### src/rtl/rate_pkg.sv
// rate_pkg: shared definitions for the rate controller.
//   RATE_SLOW / RATE_MED / RATE_FAST : 2-bit RATE encodings (2'b11 unused)
//   state_t                          : controller FSM states
//   decode_sw()                      : fixed-priority switch decode
package rate_pkg;

  localparam logic [1:0] RATE_SLOW = 2'b00;
  localparam logic [1:0] RATE_MED  = 2'b01;
  localparam logic [1:0] RATE_FAST = 2'b10;

  typedef enum logic [1:0] {
    RUN,
    PEND,
    LOAD
  } state_t;

  // SW2 > SW1 > SW0; no switch set falls back to MED.
  function automatic logic [1:0] decode_sw(input logic sw0,
                                           input logic sw1,
                                           input logic sw2);
    if (sw2)      return RATE_FAST;
    else if (sw1) return RATE_MED;
    else if (sw0) return RATE_SLOW;
    else          return RATE_MED;
  endfunction

endpackage

### src/rtl/sw_sync.sv
// sw_sync: synchronises the three rate-select switches, decodes them and
// (optionally) debounces the decoded request.
//   CLOCK         : sole clock, rising edge
//   RESET         : synchronous active-high reset
//   SW0, SW1, SW2 : asynchronous switch inputs
//   req           : accepted 2-bit rate request
// Macro RATE_CTRL_DEBOUNCE_EN: when defined, the decoded request is accepted
// only after it has been sampled unchanged for STABLE_CYC consecutive cycles;
// otherwise it is passed straight through after synchronisation.
module sw_sync
  import rate_pkg::*;
`ifdef RATE_CTRL_DEBOUNCE_EN
#(
  parameter int unsigned STABLE_CYC = 3
)
`endif
(
  input  logic       CLOCK,
  input  logic       RESET,
  input  logic       SW0,
  input  logic       SW1,
  input  logic       SW2,
  output logic [1:0] req
);

  logic [2:0] meta;
  logic [2:0] sync;
  logic [1:0] dec;

  always_ff @(posedge CLOCK) begin
    if (RESET) begin
      meta <= '0;
      sync <= '0;
    end else begin
      meta <= {SW2, SW1, SW0};
      sync <= meta;
    end
  end

  always_comb dec = decode_sw(sync[0], sync[1], sync[2]);

`ifdef RATE_CTRL_DEBOUNCE_EN
  localparam int unsigned   DW       = $clog2(STABLE_CYC + 1);
  localparam logic [DW-1:0] STABLE_V = DW'(STABLE_CYC);

  logic [1:0]    last;
  logic [DW-1:0] cnt;
  logic [DW-1:0] cnt_nxt;
  logic [1:0]    acc;

  // cnt holds how many consecutive samples of dec have been identical,
  // counting the current one; it saturates at STABLE_CYC.
  always_comb begin
    cnt_nxt = cnt;
    if (dec != last)
      cnt_nxt = DW'(1);
    else if (cnt != STABLE_V)
      cnt_nxt = cnt + 1'b1;
  end

  // acc starts at MED, which is what all-zero switches decode to, so leaving
  // reset never raises a spurious request.
  always_ff @(posedge CLOCK) begin
    if (RESET) begin
      last <= '0;
      cnt  <= '0;
      acc  <= RATE_MED;
    end else begin
      last <= dec;
      cnt  <= cnt_nxt;
      if (cnt_nxt == STABLE_V)
        acc <= dec;
    end
  end

  assign req = acc;
`else
  assign req = dec;
`endif

endmodule

### src/rtl/rate_ctrl.sv
// rate_ctrl: tick generator with three switch-selectable rates and a
// glitch-free switchover.
//   CLOCK     : sole clock, rising edge
//   RESET     : synchronous active-high reset
//   SW0..SW2  : asynchronous rate-select switches (SW2 highest priority)
//   TICK      : one-cycle enable pulse at the current rate
//   RATE      : current rate, 00 SLOW / 01 MED / 10 FAST
//   SWITCHING : high while a rate change is pending or being loaded
// Macro RATE_CTRL_DEBOUNCE_EN enables the request debounce inside sw_sync.
module rate_ctrl
  import rate_pkg::*;
#(
  parameter int unsigned SLOW_DIV   = 8,
  parameter int unsigned MED_DIV    = 4,
  parameter int unsigned FAST_DIV   = 2,
  parameter int unsigned STABLE_CYC = 3
)(
  input  logic       CLOCK,
  input  logic       RESET,
  input  logic       SW0,
  input  logic       SW1,
  input  logic       SW2,
  output logic       TICK,
  output logic [1:0] RATE,
  output logic       SWITCHING
);

  localparam int unsigned MAX_DIV =
    (SLOW_DIV > MED_DIV) ? ((SLOW_DIV > FAST_DIV) ? SLOW_DIV : FAST_DIV)
                         : ((MED_DIV  > FAST_DIV) ? MED_DIV  : FAST_DIV);
  localparam int unsigned CW = $clog2(MAX_DIV);

  localparam logic [CW-1:0] SLOW_END = CW'(SLOW_DIV - 1);
  localparam logic [CW-1:0] MED_END  = CW'(MED_DIV - 1);
  localparam logic [CW-1:0] FAST_END = CW'(FAST_DIV - 1);

  state_t        state;
  logic [CW-1:0] cnt;
  logic [1:0]    target;
  logic [1:0]    req;

  logic [CW-1:0] cur_end;
  logic [CW-1:0] cnt_run;
  logic          tick_run;
  logic [1:0]    new_tgt;

`ifdef RATE_CTRL_DEBOUNCE_EN
  sw_sync #(
    .STABLE_CYC (STABLE_CYC)
  ) u_sw_sync (
    .CLOCK (CLOCK),
    .RESET (RESET),
    .SW0   (SW0),
    .SW1   (SW1),
    .SW2   (SW2),
    .req   (req)
  );
`else
  // Debounce is compiled out; STABLE_CYC stays for interface compatibility.
  localparam int unsigned stable_cyc_unused = STABLE_CYC;

  sw_sync u_sw_sync (
    .CLOCK (CLOCK),
    .RESET (RESET),
    .SW0   (SW0),
    .SW1   (SW1),
    .SW2   (SW2),
    .req   (req)
  );
`endif

  function automatic logic [CW-1:0] end_of(input logic [1:0] r);
    case (r)
      RATE_SLOW: return SLOW_END;
      RATE_FAST: return FAST_END;
      default:   return MED_END;
    endcase
  endfunction

  // Free-running step of the period counter at the current rate; TICK is
  // registered, so it is set in the same edge that brings cnt to DIV-1.
  always_comb begin
    cur_end  = end_of(RATE);
    cnt_run  = (cnt == cur_end) ? '0 : cnt + 1'b1;
    tick_run = (cnt_run == cur_end);
    new_tgt  = (req != target) ? req : target;
  end

  always_ff @(posedge CLOCK) begin
    if (RESET) begin
      state     <= RUN;
      RATE      <= RATE_MED;
      TICK      <= 1'b0;
      SWITCHING <= 1'b0;
      cnt       <= '0;
      target    <= RATE_MED;
    end else begin
      case (state)
        RUN: begin
          cnt  <= cnt_run;
          TICK <= tick_run;
          if (req != RATE) begin
            state     <= PEND;
            target    <= req;
            SWITCHING <= 1'b1;
          end
        end

        PEND: begin
          // A withdrawn request wins over a simultaneous tick, so a change
          // that is cancelled in the tick cycle never reaches LOAD.
          if (req == RATE) begin
            state     <= RUN;
            SWITCHING <= 1'b0;
            cnt       <= cnt_run;
            TICK      <= tick_run;
          end else if (TICK) begin
            state  <= LOAD;
            RATE   <= new_tgt;
            target <= new_tgt;
            cnt    <= '0;
            TICK   <= 1'b0;
          end else begin
            target <= new_tgt;
            cnt    <= cnt_run;
            TICK   <= tick_run;
          end
        end

        LOAD: begin
          // Counter is held at 0 through LOAD so the first new-rate tick
          // lands a full new period after it.
          state     <= RUN;
          SWITCHING <= 1'b0;
          cnt       <= '0;
          TICK      <= 1'b0;
        end

        default: begin
          state     <= RUN;
          SWITCHING <= 1'b0;
          TICK      <= 1'b0;
          cnt       <= '0;
        end
      endcase
    end
  end

endmodule

### config.mk
export PLATFORM = sky130hd
export DESIGN_NAME = rate_ctrl
export DESIGN_NICKNAME = d
export VERILOG_FILES = /design/src/rtl/rate_pkg.sv /design/src/rtl/sw_sync.sv /design/src/rtl/rate_ctrl.sv
export SDC_FILE = /design/constraint.sdc
export NUM_CORES = 1
export LEC_CHECK = 0
export CORE_ASPECT_RATIO = 1.1
export CORE_UTILIZATION = 52
export CTS_CLUSTER_DIAMETER = 50
export DETAILED_ROUTE_END_ITERATION = 12
export GPL_ROUTABILITY_DRIVEN = 0
export PLACE_DENSITY_LB_ADDON = 0.2
export SLEW_MARGIN = 20
export SYNTH_ARGS = -nofsm -noshare
export SYNTH_HDL_FRONTEND = slang
export SYNTH_SLANG_ARGS = --single-unit
### constraint.sdc
create_clock -name CLOCK -period 2.17 [get_ports CLOCK]
set_input_delay 0.3255 -clock CLOCK [delete_from_list [all_inputs] [get_ports CLOCK]]
set_output_delay 0.3255 -clock CLOCK [all_outputs]
set_load 0.005 [all_outputs]
==> metrics <==
status finished, final reports clean; Port Buffers 8; FF-to-FF setup slack 0.43 ns; Post-CTS Hold Fix Bufs 0; Req. time, crit path 1.84 ns; via count 588; CP endpoint kind output pin; leakage power 0.000310 uW; Mapped Avg Cell Area 9.16 um2; GRT Total Usage 0.204; register area share after synthesis 0.400; dominant cell type by area after synthesis dfxtp_1; worst-margin pin slew 0.398 ns; number of global-route vias before repair 566; Worst Reg-to-Reg Cells 5; critical path peak fanout 11; DRT antenna net count 0; H-tree depth 1; clk root buf clkbuf_4; P&R area growth vs syn 14.5%; CTS tree yes; most common cell in the netlist dfxtp_1; Die Span Y 41.9 um; largest net degree at the start of global routing 12; Post-Synthesis Cell Area 751 um2; Synth Net Count 88; Critical Path Source Type flip-flop; crit path cell chain clkdlybuf4s50_1; Die ar. 1600 um2; area of the core 1350 um2; Post-synth EDFFs 0; PD cells 626 nW/um2; DIE WIDTH 38.2 um; CP peak stage delay 0.59 ns; fill count 121; First-pass DRT Iterations 4; crit-path leading delay family buffers and inverters; Max-slew headroom 0.733; hold path startpoint u_sw_sync.meta[0]; worst vdd ir 0.530 mV; layout cells sized above 1 0.167; ys flop type dfxtp_1; grt ovf 0; critical path's slowest cell clkdlybuf4s50_1; RR Endpoint TICK; First DRT Iteration DRCs 8; synth warn 0; number of inserted diodes 0; list of most frequent post-synthesis cells 15 x dfxtp_1, 8 x nor3_1, 7 x nor2b_1; crit path launch RATE[0]; # rows 14; nets@finish 97; clock-pin slew on the worst setup and hold paths 0.09 ns; Layout Skew 0.00239 ns; clk sinks 15; TNS Setup 0 ns; first-pass GRT wire length 2270 um; Initial Util 0.557; distinct cell type count after synthesis 34; initial antenna violation count 0; post-synthesis register bit count 15; top cell type's share of synthesized area 0.400; DR WL/cell 12.2 um; total CTS buffers 3; Setup Viol. Count Final 0; CTS Buffer Depth 2; RSZ-0062 raised after global routing false; Achievable Freq 0.565 GHz; Slew Limit Fails 0; fin crit period 1.77 ns; synthesized instance count 82; total wire length 1290 um; CP bufs+invs 1; worst skew pair latency 0.28 ns; Hold Path Class reg -> reg; CTS resizes 0; drt drc 0; hold worst-path end u_sw_sync.sync[0]; critical path class reg -> out; top area cells in the synthesized netlist dfxtp_1 40%, nor2b_1 5.8%, nor3_1 5.3%; final hold vios 0; ys async rst share 0; fin crit share 0.815; Via density 5.55; RR Startpoint cnt[0]; DP HPWL 946 um; total power 538 uW; stages on the worst setup path 1; Max Cap Viol 0; Critical Path AT 1.44 ns; Min-Delay Path Depth 1; setup bufs post-CTS 0; I/O pin count 9
-- flip-flops by register name, summed over array words and instances (netlist names) --
| name | cells |
|---|---|
| cnt | 3 |
| SWITCHING | 1 |
| state | 2 |
| TICK | 1 |
| u_sw_sync.sync | 3 |
| RATE | 2 |
| u_sw_sync.meta | 3 |
-- cell usage in the layout, fill, tap and decap left out, types with 3 or more instances in the layout --
cell type        instances
clkbuf_4                 3
nor3_1                   8
clkdlybuf4s50_1          8
dfxtp_1                 15
nand2b_1                 6
nor2b_1                  7
nand2_1                  5
nor2_1                   5
inv_1                    3
-- how the worst max path moves through the flow --
stage                     endpoint
after floorplan               TICK
after global placement        TICK
after detailed placement      TICK
after CTS                  RATE[0]
after global routing       RATE[0]
final                      RATE[0]
-- kinds of logic after synthesis --
group / share of synthesized area
adders and majority gates: 0.0167
DFF: 0.400
muxes: 0.0133
xor gates and xnor gates: 0.0333
and+or+nand+nor: 0.310
AOI/OAI and AO/OA: 0.177
buffers and inverters: 0.0500
-- layout make-up --
class | instances | area, um2 | share of cell area
multi-input cells | 59 | 413 | 0.480
flip-flops and latches | 15 | 300 | 0.349
repair buffers | 9 | 87.6 | 0.102
clock buffers | 3 | 22.5 | 0.0262
well taps | 16 | 20.0 | 0.0233
inverters | 3 | 11.3 | 0.0131
clock inverters | 1 | 5.00 | 0.00582
-- where the power goes --
group          internal, uW  switching (uW)
Clock                  68.5            91.4
Combinational          40.4            34.3
Sequential              290            13.3
Total                   399             139
-- routing by layer --
metal	global-route usage	routed length, um
met5	0	0
met4	0.129	42
met3	0.0535	61
met2	0.319	618
met1	0.238	569
-- through the flow --
step	hold slack (ns)	setup slack (ns)	cells	util	cell area, um2
after floorplan	0.414	0.584	82	-	751
after global placement	0.416	0.508	102	0.617	832
after detailed placement	0.426	0.444	102	0.617	832
after CTS	0.452	0.385	106	0.637	860
after global routing	0.469	0.315	106	0.637	860
final	0.450	0.401	106	0.637	860
Power figures use the tool's default switching activity.
